[config.mk]
export PLATFORM = sky130hd
export DESIGN_NAME = du_loader
export DESIGN_NICKNAME = d
export VERILOG_FILES = /design/src/rtl/du_loader.sv
export SDC_FILE = /design/constraint.sdc
export NUM_CORES = 1
export LEC_CHECK = 0
export ABC_AREA = 0
export ABC_CLOCK_PERIOD_IN_PS = 2100
export BUFFER_PORTS_ARGS = -buffer_cell sky130_fd_sc_hd__buf_2
export CAP_MARGIN = 25
export CORE_MARGIN = 4
export CORE_UTILIZATION = 54
export CTS_BUF_LIST = sky130_fd_sc_hd__clkbuf_8
export CTS_CLUSTER_DIAMETER = 100
export CTS_CLUSTER_SIZE = 24
export DETAILED_ROUTE_END_ITERATION = 6
export GPL_ROUTABILITY_DRIVEN = 1
export HOLD_SLACK_MARGIN = 0.12
export PLACE_DENSITY = 0.86
export SYNTH_ARGS = -nofsm -noshare
export SYNTH_HDL_FRONTEND = slang
export SYNTH_SLANG_ARGS = --single-unit
[constraint.sdc]
create_clock -name clk -period 2.1 [get_ports clk]
set_input_delay 0.315 -clock clk [delete_from_list [all_inputs] [get_ports clk]]
set_output_delay 0.315 -clock clk [all_outputs]
set_load 0.02 [all_outputs]
[src/rtl/du_loader.sv]
// Debug-unit firmware loader: pulls one length/data/checksum/EOT frame from the UART Rx FIFO into IMEM
// and answers ACK/NAK on the Tx FIFO. Optional inter-byte timeout when LOADER_TIMEOUT_EN is defined.
//
// state      | meaning
// IDLE       | waiting for i_start
// LEN_LO     | pop length low byte
// LEN_HI     | pop length high byte
// CHK_LEN    | reject N==0 or N>capacity
// DATA       | pop data bytes, assemble words, write IMEM
// CSUM       | pop checksum byte, flag mismatch
// EOT_CHK    | pop EOT byte, decide ACK/NAK
// SEND_ACK   | queue 0x05 once Tx FIFO has room
// SEND_NAK   | queue 0x15, then restart at LEN_LO
// DONE       | pulse o_done
// WAIT_REL   | hold until master drops i_start
module du_loader #(
    parameter int NB_INSTRUCTION = 32,
    parameter int NB_UART_DATA   = 8,
    parameter int NB_IMEM_ADDR   = 10
`ifdef LOADER_TIMEOUT_EN
    ,
    parameter int TIMEOUT_CYCLES = 100_000_000
`endif
) (
    input  logic                      clk,
    input  logic                      i_rst_n,
    input  logic                      i_start,
    input  logic [NB_UART_DATA-1:0]   i_rx_data,
    input  logic                      i_rx_done,
    input  logic                      i_tx_full,
    output logic                      o_rd,
    output logic                      o_wr,
    output logic [NB_UART_DATA-1:0]   o_wdata,
    output logic                      o_tx_start,
    output logic                      o_imem_we,
    output logic [NB_IMEM_ADDR-1:0]   o_imem_addr,
    output logic [NB_INSTRUCTION-1:0] o_imem_data,
    output logic                      o_done
);

    localparam int CAP     = 2 ** (NB_IMEM_ADDR - 2);
    localparam int NB_WIDX = NB_IMEM_ADDR - 1;
    localparam int BPW     = NB_INSTRUCTION / NB_UART_DATA;
    localparam int NB_BIDX = $clog2(BPW);
    localparam int NB_ASM  = NB_INSTRUCTION - NB_UART_DATA;

    localparam logic [NB_UART_DATA-1:0] EOT_B = NB_UART_DATA'(8'h04);
    localparam logic [NB_UART_DATA-1:0] ACK_B = NB_UART_DATA'(8'h05);
    localparam logic [NB_UART_DATA-1:0] NAK_B = NB_UART_DATA'(8'h15);

    typedef enum logic [3:0] {
        S_IDLE, S_LEN_LO, S_LEN_HI, S_CHK_LEN, S_DATA, S_CSUM,
        S_EOT_CHK, S_SEND_ACK, S_SEND_NAK, S_DONE, S_WAIT_REL
    } state_t;

    state_t state_q, state_d;

    logic [15:0]               len_q;
    logic [NB_WIDX-1:0]        widx_q;
    logic [NB_BIDX-1:0]        bidx_q;
    logic [NB_UART_DATA-1:0]   csum_q;
    logic                      err_q;
    logic [NB_ASM-1:0]         asm_q;
    logic                      we_q;
    logic [NB_IMEM_ADDR-1:0]   addr_q;
    logic [NB_INSTRUCTION-1:0] data_q;

    logic rx_state, pop, last_byte, last_word, len_bad, clr_ctx, timeout;

    assign rx_state  = state_q inside {S_LEN_LO, S_LEN_HI, S_DATA, S_CSUM, S_EOT_CHK};
    assign pop       = i_start && i_rx_done && rx_state;
    assign last_byte = (bidx_q == NB_BIDX'(BPW - 1));
    assign last_word = ((16'(widx_q) + 16'd1) == len_q);
    assign len_bad   = (len_q == 16'd0) || (len_q > 16'(CAP));
    assign clr_ctx   = (state_q == S_IDLE && i_start) || (state_q == S_SEND_NAK && !i_tx_full);

`ifdef LOADER_TIMEOUT_EN
    // Down-counter reloaded on every pop; reaching zero in a timed state means the host stalled.
    logic [31:0] tmo_q;
    logic        timed;
    assign timed   = state_q inside {S_LEN_HI, S_DATA, S_CSUM, S_EOT_CHK};
    assign timeout = timed && !pop && (tmo_q == 32'd0);

    always_ff @(posedge clk or negedge i_rst_n) begin
        if (!i_rst_n) begin
            tmo_q <= '0;
        end else if (pop || (state_d == S_LEN_LO && state_q != S_LEN_LO)) begin
            tmo_q <= 32'(TIMEOUT_CYCLES - 1);
        end else if (timed && tmo_q != 32'd0) begin
            tmo_q <= tmo_q - 32'd1;
        end
    end
`else
    assign timeout = 1'b0;
`endif

    always_ff @(posedge clk or negedge i_rst_n) begin
        if (!i_rst_n) state_q <= S_IDLE;
        else          state_q <= state_d;
    end

    always_comb begin
        state_d = state_q;
        case (state_q)
            S_IDLE:     if (i_start) state_d = S_LEN_LO;
            S_LEN_LO:   if (pop) state_d = S_LEN_HI;
            S_LEN_HI:   if (pop) state_d = S_CHK_LEN;
            S_CHK_LEN:  state_d = len_bad ? S_SEND_NAK : S_DATA;
            S_DATA:     if (pop && last_byte && last_word) state_d = S_CSUM;
            S_CSUM:     if (pop) state_d = S_EOT_CHK;
            S_EOT_CHK:  if (pop) state_d = (i_rx_data != EOT_B || err_q) ? S_SEND_NAK : S_SEND_ACK;
            S_SEND_ACK: if (!i_tx_full) state_d = S_DONE;
            S_SEND_NAK: if (!i_tx_full) state_d = S_LEN_LO;
            S_DONE:     state_d = S_WAIT_REL;
            S_WAIT_REL: if (!i_start) state_d = S_IDLE;
            default:    state_d = S_IDLE;
        endcase
        if (timeout) state_d = S_SEND_NAK;
        if (!i_start && state_q != S_WAIT_REL) state_d = S_IDLE;
    end

    always_comb begin
        o_rd        = pop;
        o_wr        = i_start && !i_tx_full && (state_q == S_SEND_ACK || state_q == S_SEND_NAK);
        o_tx_start  = o_wr;
        o_wdata     = '0;
        if (o_wr) o_wdata = (state_q == S_SEND_NAK) ? NAK_B : ACK_B;
        o_done      = i_start && (state_q == S_DONE);
        o_imem_we   = we_q;
        o_imem_addr = addr_q;
        o_imem_data = data_q;
    end

    always_ff @(posedge clk or negedge i_rst_n) begin
        if (!i_rst_n) begin
            len_q  <= '0;
            widx_q <= '0;
            bidx_q <= '0;
            csum_q <= '0;
            err_q  <= 1'b0;
            asm_q  <= '0;
            we_q   <= 1'b0;
            addr_q <= '0;
            data_q <= '0;
        end else begin
            we_q <= 1'b0;
            if (clr_ctx) begin
                widx_q <= '0;
                bidx_q <= '0;
                csum_q <= '0;
                err_q  <= 1'b0;
            end
            if (pop) begin
                case (state_q)
                    S_LEN_LO: len_q[7:0]  <= 8'(i_rx_data);
                    S_LEN_HI: len_q[15:8] <= 8'(i_rx_data);
                    S_DATA: begin
                        csum_q <= csum_q ^ i_rx_data;
                        if (last_byte) begin
                            we_q   <= 1'b1;
                            addr_q <= {widx_q[NB_IMEM_ADDR-3:0], 2'b00};
                            data_q <= {i_rx_data, asm_q};
                            bidx_q <= '0;
                            if (widx_q != NB_WIDX'(CAP)) widx_q <= widx_q + 1'b1;
                        end else begin
                            asm_q  <= {i_rx_data, asm_q[NB_ASM-1:NB_UART_DATA]};
                            bidx_q <= bidx_q + 1'b1;
                        end
                    end
                    S_CSUM: if (i_rx_data != csum_q) err_q <= 1'b1;
                    default: ;
                endcase
            end
        end
    end

endmodule

==> metrics, run 1 <==
cts bufs inserted 9; sequential fraction of the synthesis area 0.527; cell count after synthesis 470; initial antenna violation count 0; die span in x between 100 and 150 um; vias per cell between 5 and 6; layout cells sized above 1 0.347; Clock Path Buffers 2; minimum clock period ~2200 ps; synth top area cells dfrtp_1, mux2_2, nand2_1; Max rail drop VDD approximately 0.00056 V; dominant cell type by area after synthesis dfrtp_1; DRC Markers 0; Die H roughly 100 um; warnings from Yosys 0; Lkg Pwr roughly 3.0 nW; initial core utilization 0.564; area of the core about 8800 sq um; routability cong. around 0.87; initial drt markers 223; critical path required time between 2000 and 2500 ps; Inserted Diodes 0; Setup crit end kind flip-flop; ys flop type dfrtp_1; CTS tree done; Async S/R FF share, synth 1.00; violated checks setup timing; HPWL after DPL ~7800 um; Buf/Inv on CP 1; RSZ-0062 raised after global routing yes; Post-Syn Area ~5000 sq um; Routed Wire Length about 11000 um; CP max stage cell dfrtp_1; Top delay family on crit path compound AO/OA/AOI/OAI gates; first-pass GRT wire length 18800 um; CP Class flip-flop to flip-flop; EDFF count, synth 0; final max-slew violation count 0; Skew-Pair Late Insertion Delay approximately 370 ps; worst slew pin tran 545 ps; Max-Cap Viols 0; slowest stage delay, CP 410 ps; DIE AREA 10800 sq um; final net count 573; CP cell instances buf_6 > ha_2 > o21ba_1 > a221oi_2 > a21oi_2 > a2111oi_4 > a21oi_2 > mux2_4; drt first pass iters 5; final worst path period share 1.05; Area Overhead vs Synth 18.8%; #FFs+latches synth roughly 110; port bufs 60; WL per Instance between 15 and 20 um; Worst-path clk slew ~100 ps; vias in the first global route 3830; setup ws final -98.1 ps; final worst clock skew between 10 and 15 ps; GRT Residual Overflow 0; power per standard cell area about 790 nW/um^2; antenna viol nets, final 0; Mean Syn Cell Area between 10 and 15 sq um; Max transition margin 0.636; root buffer cell clkbuf_8; area share of the largest cell type after synthesis 0.527; Worst Path Arrival 2460 ps; final hold violations 0; Worst setup SP type flip-flop; hold crit path type input port to flip-flop; Most common cell on crit path a21oi_2; outcome finished with violations; most frequent cell after synthesis dfrtp_1; Final setup violation count 2; All-Layer GR Usage 0.214; crit path max fanout 6; largest net degree at the start of global routing 47; TNS Setup -157 ps; worst hold slack 301 ps; Clock Sink Count 105; row count 34; Power Total ~0.0047 W; H-tree levels 3; Peak Freq around 0.45 GHz; synth cell count leaders dfrtp_1, nand2_1, mux2_2, o21ai_0, clkbuf_1; via count approximately 3.7k; final core occ 0.669; post-synth cell types 56; I/O pins 68
==> power by group <==
part           switching [W]  internal (W)
registers           0.000229       0.00224
logic               0.000515      0.000527
clock network       0.000731      0.000454
==> tightest hold or removal path: cells and delay by family <==
family	cells	cell delay (ps)
compound gates	1	70
buf+inv	1	170
simple gates	1	80
==> layout make-up <==
type | instances | area, sq um
Clock buffer | 9 | 124
Clock inverter | 7 | 62.6
Fill cell | 631 | 2930
Inverter | 8 | 30.0
Multi-Input combinational cell | 329 | 2240
Sequential cell | 105 | 2630
Tap cell | 108 | 135
Timing Repair Buffer | 104 | 701
==> metal layers <==
| metal | GRT usage | wire [um] | vias to the layer above |
|---|---|---|---|
| li1 | - | - | 1763 |
| met4 | 0.0817 | 256 | 0 |
| met3 | 0.0478 | 474 | 27 |
| met1 | 0.268 | 4700 | 1835 |
| met2 | 0.362 | 5820 | 124 |
| met5 | 0 | 0 | - |
==> cell usage in the layout, fill, tap and decap left out, drive strengths merged, types with 5 or more instances in the layout <==
cell type,synthesis,layout
xnor2,15,15
nand4,5,5
conb,1,7
mux2,57,57
nand2b,12,12
nor2,12,12
a21oi,6,6
inv,7,10
buf,18,103
nand3,13,13
dfrtp,105,105
o21ai,34,34
clkbuf,16,9
xor2,6,6
nor2b,8,8
o31ai,6,6
nand2,100,100
==> worst paths after layout <==
check / depth (start not counted) / from / slack, ps / to
min in group asynchronous: 2 / i_rst_n / 460 / o_imem_data[3]
max in group asynchronous: 3 / i_rst_n / 980 / o_imem_data[27]
max reg2reg: 8 / widx_q[0] / -100 / state_q[0]
max: 8 / widx_q[0] / -100 / state_q[0]
min: 3 / i_rx_data[0] / 300 / csum_q[0]
min reg2reg: 2 / asm_q[7] / 470 / o_imem_data[7]
==> sequential cells by signal, summed over array words and instances (netlist names), 2 cells and up <==
| register | count |
|---|---|
| asm_q | 24 |
| bidx_q | 2 |
| csum_q | 8 |
| len_q | 16 |
| o_imem_addr | 8 |
| o_imem_data | 32 |
| state_q | 4 |
| widx_q | 9 |
==> cells by family after synthesis <==
logic type,count (synthesis),share of synthesized area
and+or+nand+nor,179,0.177
buffers and inverters,42,0.0424
xor gates and xnor gates,21,0.0369
adders and majority gates,3,0.00753
AOI/OAI and AO/OA,61,0.0775
DFF,105,0.527
muxes,58,0.131
other,1,0.000752
==> what timing repair did <==
| item | 4_1_cts | 5_1_grt |
|---|---|---|
| hold buffers | 1 | 0 |
| setup endpoints to repair | 2 | 30 |
| buffers inserted | 3 | 0 |
| pin swaps | 5 | 5 |
| resized for setup | 8 | 19 |
| endpoints found under the hold margin | 42 | 0 |
==> stage by stage <==
stage / cells / instance area, sq um / worst slack [ps]
CTS: 670 / 5850 / -142
detailed placement: 650 / 5590 / -175
finish: 670 / 5920 / -98.1
global placement: 650 / 5590 / -49.7
global route: 670 / 5920 / -199
floorplan: 476 / 5010 / -74.6
Power figures use the tool's default switching activity.
==> inputs of run 2 (changes only) <==
--- a/config.mk
+++ b/config.mk
@@ -9,15 +9,14 @@
 export ABC_CLOCK_PERIOD_IN_PS = 2100
 export BUFFER_PORTS_ARGS = -buffer_cell sky130_fd_sc_hd__buf_2
 export CAP_MARGIN = 25
-export CORE_MARGIN = 4
 export CORE_UTILIZATION = 54
 export CTS_BUF_LIST = sky130_fd_sc_hd__clkbuf_8
 export CTS_CLUSTER_DIAMETER = 100
 export CTS_CLUSTER_SIZE = 24
 export DETAILED_ROUTE_END_ITERATION = 6
 export GPL_ROUTABILITY_DRIVEN = 1
-export HOLD_SLACK_MARGIN = 0.12
 export PLACE_DENSITY = 0.86
+export SKIP_CTS_REPAIR_TIMING = 1
 export SYNTH_ARGS = -nofsm -noshare
 export SYNTH_HDL_FRONTEND = slang
 export SYNTH_SLANG_ARGS = --single-unit
==> run 2 against run 1 <==
The flow finishes with violations (DRC, setup timing). Cell area shrank 1.0%. Clock skew grew 0.79 ps. Sequential cell count is the same. Sequential share of layout area grew 0.46 points. Critical path depth is the same. Largest power group unchanged.
==> metrics, run 2 (same netlist as run 1, synthesis figures left out) <==
outcome finished with violations; violated checks DRC, setup timing; crit path max fanout 3 (-3); All-Layer GR Usage 0.240 (+0.0267); Setup crit end kind flip-flop; CTS tree done; Inserted Diodes 0 (unchanged); initial core utilization 0.564 (unchanged); HPWL after DPL 7550 um (-2.7%); largest net degree at the start of global routing 47 (unchanged); CP Class flip-flop to flip-flop; fill count 644 (+2.1%); final hold violations 0 (unchanged); initial drt markers 230 (+3.1%); initial antenna violation count 0 (unchanged); GRT Residual Overflow 0 (unchanged); drt first pass iters 6 (+1); Routed Wire Length 11100 um (-1.6%); final worst path period share 1.04 (-0.00532); Switching Share 0.300 (-0.0134); P_int 0.00334 W (+3.5%); Area Overhead vs Synth 17.5%; DIE AREA 9620 sq um (-11%); Comb power frac 0.211 (-0.011); H-tree levels 3 (unchanged); row count 34 (unchanged); Worst-path clk slew 110 ps (about the same); Top delay family on crit path simple AND/OR/NAND/NOR gates; port bufs 60 (unchanged); R2R cell count 8 (unchanged); DRC Markers 6 (+6); antenna viol nets, final 0 (unchanged); routability cong. 0.882 (+1.7%); Die H 98.1 um (-5.8%); Setup WS pre-CTS -104 ps (+70.4 ps); WL per Instance 16.6 um (-1.3%); Worst Path Arrival 2460 ps (about the same); hold crit path type input port to flip-flop; slowest stage delay, CP 450 ps (+40 ps); Worst path depth 8 (unchanged); most frequent cells in the layout dfrtp_1, nand2_1, buf_2; clock power share 0.274 (+0.022); vias per cell 5.67 (+1.4%); I/O pins 68 (unchanged); setup ws final -86.9 ps (+11.2 ps); multi-input logic area 2220 sq um (-1.2%); hold path depth 3 (unchanged); via count 3790 (+1.1%); max reg flops 32 (unchanged); CP cell instances inv_2 > ha_4 > xnor2_2 > nand3_1 > or4_4 > a2111oi_4 > a21oi_2 > mux2_4; most common cell after layout, fill and taps aside dfrtp_1; Peak Freq 0.457 GHz (+0.51%); FF+latch area 2630 sq um (unchanged); cts bufs inserted 9 (unchanged); Skew-Pair Late Insertion Delay 380 ps (about the same); TNS Setup -131 ps (+25.8 ps); CP max stage cell or4_4; first-pass GRT wire length 18100 um (-4.0%); Max-Cap Viols 0 (unchanged); root buffer cell clkbuf_8; final net count 571 (-0.35%); power per standard cell area 814 nW/um^2 (+2.6%); layout cells sized above 1 0.338 (-0.00948); Clock Path Buffers 2 (unchanged); final max-slew violation count 0 (unchanged); Buf/Inv on CP 1 (unchanged); critical path required time 2380 ps (+20 ps); RSZ-0062 raised after global routing yes; Lkg Pwr 2.99 nW (-0.30%); minimum clock period 2190 ps (-11.2 ps); Reg power frac 0.515 (-0.011); Clock Sink Count 105 (unchanged); final worst clock skew 14.1 ps (+0.790 ps); switching pwr 0.00143 W (-2.8%); die span in x 98.1 um (-5.8%); final core occ 0.662 (-0.00693); Max rail drop VDD 0.000494 V (-11%); vias in the first global route 3767 (-1.6%); Worst setup SP type flip-flop; Final setup violation count 2 (unchanged); area of the core 8850 sq um (unchanged)
-- run 2: area by class of cell --
class | count | share of cell area
Sequential cell | 105 | 0.448
Multi-Input combinational cell | 329 | 0.378
Timing Repair Buffer | 102 | 0.111
Clock buffer | 10 | 0.0235
Tap cell | 108 | 0.0231
Clock inverter | 6 | 0.0113
Inverter | 8 | 0.00512
-- run 2: tightest hold or removal path, cell delays in order --
cell	delay (ps)
buf_2	160
nand2b_1	80
o21ai_0	60
-- run 2: through the flow --
stage                     std cells  total power [W]  hold slack, ps  area, sq um
after detailed placement        650          0.00345             307         5590
after global routing            668          0.00501             290         5860
after global placement          650          0.00340             303         5590
after CTS                       666          0.00475           -99.1         5800
after floorplan                 476          0.00310            19.4         5010
final                           668          0.00477             289         5860
-- run 2: final timing paths --
path,to,slack (ps),from
min reg2reg,o_imem_data[1],480,asm_q[1]
max in group asynchronous,asm_q[3],970,i_rst_n
max,state_q[0],-90,widx_q[1]
min,csum_q[0],290,i_rx_data[0]
max reg2reg,state_q[0],-90,widx_q[1]
min in group asynchronous,o_imem_data[2],430,i_rst_n
-- run 2: routing by layer --
| layer | wire, um | GRT usage |
|---|---|---|
| met5 | 0 | 0 |
| met4 | 216 | 0.0758 |
| met3 | 473 | 0.0551 |
| met2 | 5670 | 0.402 |
| met1 | 4710 | 0.312 |
-- run 2: power groups by stage --
stage | sequential, W | combinational, W | clock [W]
2_1_floorplan | 0.00243 | 0.000673 | 0
3_5_place_dp | 0.00249 | 0.000963 | 0
4_1_cts | 0.00245 | 0.000969 | 0.00133
5_1_grt | 0.00249 | 0.00110 | 0.00142
3_3_place_gp | 0.00248 | 0.000929 | 0
6_report | 0.00246 | 0.00100 | 0.00131
==> inputs of run 3 (changes only) <==
--- a/config.mk
+++ b/config.mk
@@ -7,7 +7,7 @@
 export LEC_CHECK = 0
 export ABC_AREA = 0
 export ABC_CLOCK_PERIOD_IN_PS = 2100
-export BUFFER_PORTS_ARGS = -buffer_cell sky130_fd_sc_hd__buf_2
+export BUFFER_PORTS_ARGS = -buffer_cell sky130_fd_sc_hd__buf_4
 export CAP_MARGIN = 25
 export CORE_UTILIZATION = 54
 export CTS_BUF_LIST = sky130_fd_sc_hd__clkbuf_8
==> run 3 against run 2 <==
The flow still finishes with violations (DRC, setup timing). Clock power is essentially flat. Largest cell class unchanged. Critical path type unchanged. Non-clock buffer count shrank 4. Via count shrank 1.1%. Critical path depth is the same. Sequential power is essentially flat.
==> metrics, run 3 (same netlist as run 1, synthesis figures left out) <==
WL met3 477 um (+0.85%); worst hold slack 247 ps (-42.6 ps); Routed Wire Length 11200 um (+1.1%); Max transition margin 0.656; port bufs 60 (unchanged); initial core utilization 0.564 (unchanged); worst slew pin tran roughly 500 ps; All-Layer GR Usage 0.244 (+0.00388); routability cong. 0.840 (-4.8%); R2R cell count 8 (unchanged); H-tree levels 3 (unchanged); Final Non-Filler Cells 664 (-0.60%); die span in x 98.1 um (unchanged); clock power share 0.274 (about the same); CTS tree done; initial antenna violation count 0 (unchanged); CP Class flip-flop to flip-flop; Placed Cells 645 (-0.77%); Area Overhead vs Synth 20.8%; WHS Endpoint len_q[15]; setup ws final -64.1 ps (+22.8 ps); Clock Path Buffers 2 (unchanged); Die H 98.1 um (unchanged); WL per Instance 16.9 um (+1.7%); drt first pass iters 6 (unchanged); minimum clock period 2160 ps (-22.8 ps); Hold Crit Start i_rx_data[7]; via count 3749 (-1.1%); setup slack, reg-to-reg -60 ps (+20 ps); Clock Sink Count 105 (unchanged); HPWL after DPL 7570 um (+0.29%); CP cell instances inv_2 > ha_4 > xnor2_2 > nand3_1 > or4_4 > a2111oi_4 > a21oi_2 > mux2_4; Lkg Pwr 2.97 nW (-0.66%); final worst clock skew 8.29 ps (-5.82 ps); power per standard cell area 805 nW/um^2 (-1.1%); area of the core 8850 sq um (unchanged); most common cell after layout, fill and taps aside dfrtp_1; GRT Residual Overflow 0 (unchanged); P_int 0.00337 W (+1.1%); CP max stage cell dfrtp_1; switching pwr 0.00147 W (+2.9%); most frequent cells in the layout dfrtp_1, nand2_1, buf_4; reg2reg end state_q[0]; row count 34 (unchanged); layout cells sized above 1 0.342 (+0.00423); Inserted Diodes 0 (unchanged); final net count 567 (-0.70%); Max-Cap Viols 0 (unchanged); final max-slew violation count 0 (unchanged); final hold violations 0 (unchanged); Worst-path clk slew 100 ps (about the same); root buffer cell clkbuf_8; RR Startpoint widx_q[0]; outcome finished with violations; final worst path period share 1.03 (-0.0108); Peak Freq 0.462 GHz (+1.1%); Skew-Pair Late Insertion Delay 370 ps (about the same); Max rail drop VDD 0.000515 V (+4.2%); routed length on met1 4820 um (+2.3%); Worst setup SP type flip-flop; Worst Path Arrival 2430 ps (-30 ps); vias in the first global route 3763 (-0.11%); slowest stage delay, CP 430 ps (-20 ps); hold path depth 2 (-1); initial drt markers 188 (-18%); Final setup violation count 2 (unchanged); max reg flops 32 (unchanged); DRC Markers 8 (+2); crit path max fanout 3 (unchanged); critical path required time 2370 ps (about the same); hold crit path type input port to flip-flop; antenna viol nets, final 0 (unchanged); I/O pins 68 (unchanged); Switching Share 0.304 (+0.00371); top layer in use met4; Comb power frac 0.216 (+0.005); cts bufs inserted 9 (unchanged); vias per cell 5.65 (-0.49%); RSZ-0062 raised after global routing yes; Reg power frac 0.510 (-0.005); Setup crit end kind flip-flop; violated checks DRC, setup timing; DIE AREA 9620 sq um (unchanged); met2 WL post-DR 5710 um (+0.71%); largest net degree at the start of global routing 52 (+11%); first-pass GRT wire length 18300 um (+1.4%)
==> run 3: cell count changes in the layout (fill, tap and decap cells not counted), sizes merged <==
| cell | change |
|---|---|
| clkinvlp | +2 |
| clkinv | -1 |
| inv | -1 |
| buf | -5 |
| clkbuf | +1 |
==> run 3: worst max path at each step <==
stage | start | end | cells after the start
6_report | widx_q[0] | state_q[0] | 8
5_1_grt | widx_q[0] | state_q[0] | 8
4_1_cts | widx_q[1] | state_q[0] | 8
3_5_place_dp | widx_q[1] | state_q[0] | 8
3_3_place_gp | widx_q[1] | state_q[0] | 8
2_1_floorplan | widx_q[1] | state_q[0] | 8
==> run 3: critical path: cells and delay by family, from the launching register on <==
kind	cells	cell delay, ps
simple gates	2	520
mux	1	310
fa+ha+maj	1	280
compound gates	2	340
flops	1	430
xor+xnor	1	100
buf+inv	1	80
==> run 3: metal layers <==
metal / up-vias / track usage
met4: 0 / 0.0828
met3: 18 / 0.0408
met5: - / 0
met1: 1864 / 0.312
met2: 113 / 0.423
li1: 1754 / -
==> run 3: layout make-up <==
cell class	count	area, sq um
Fill cell	651	2830
Sequential cell	105	2630
Multi-Input combinational cell	329	2230
Timing Repair Buffer	98	790
Clock buffer	10	138
Tap cell	108	135
Clock inverter	6	75.1
Inverter	8	30.0
==> run 3: metrics by stage <==
step | setup TNS [ps] | instance area (sq um) | setup slack [ps] | util | total power (W)
after global routing | -345 | 6020 | -127 | 0.681 | 0.00507
after floorplan | -74.6 | 5010 | -74.6 | - | 0.00310
after CTS | -772 | 5930 | -103 | 0.670 | 0.00480
final | -76.1 | 6020 | -64.1 | 0.681 | 0.00485
after global placement | -54.1 | 5720 | -53.7 | 0.646 | 0.00342
after detailed placement | -213 | 5720 | -84.7 | 0.646 | 0.00349
==> run 3: power by group through the flow <==
stage | logic, W | registers (W) | clock network (W)
6_report | 0.00105 | 0.00247 | 0.00133
5_1_grt | 0.00115 | 0.00250 | 0.00143
4_1_cts | 0.000992 | 0.00246 | 0.00135
3_5_place_dp | 0.000984 | 0.00250 | 0
3_3_place_gp | 0.000945 | 0.00248 | 0
2_1_floorplan | 0.000673 | 0.00243 | 0
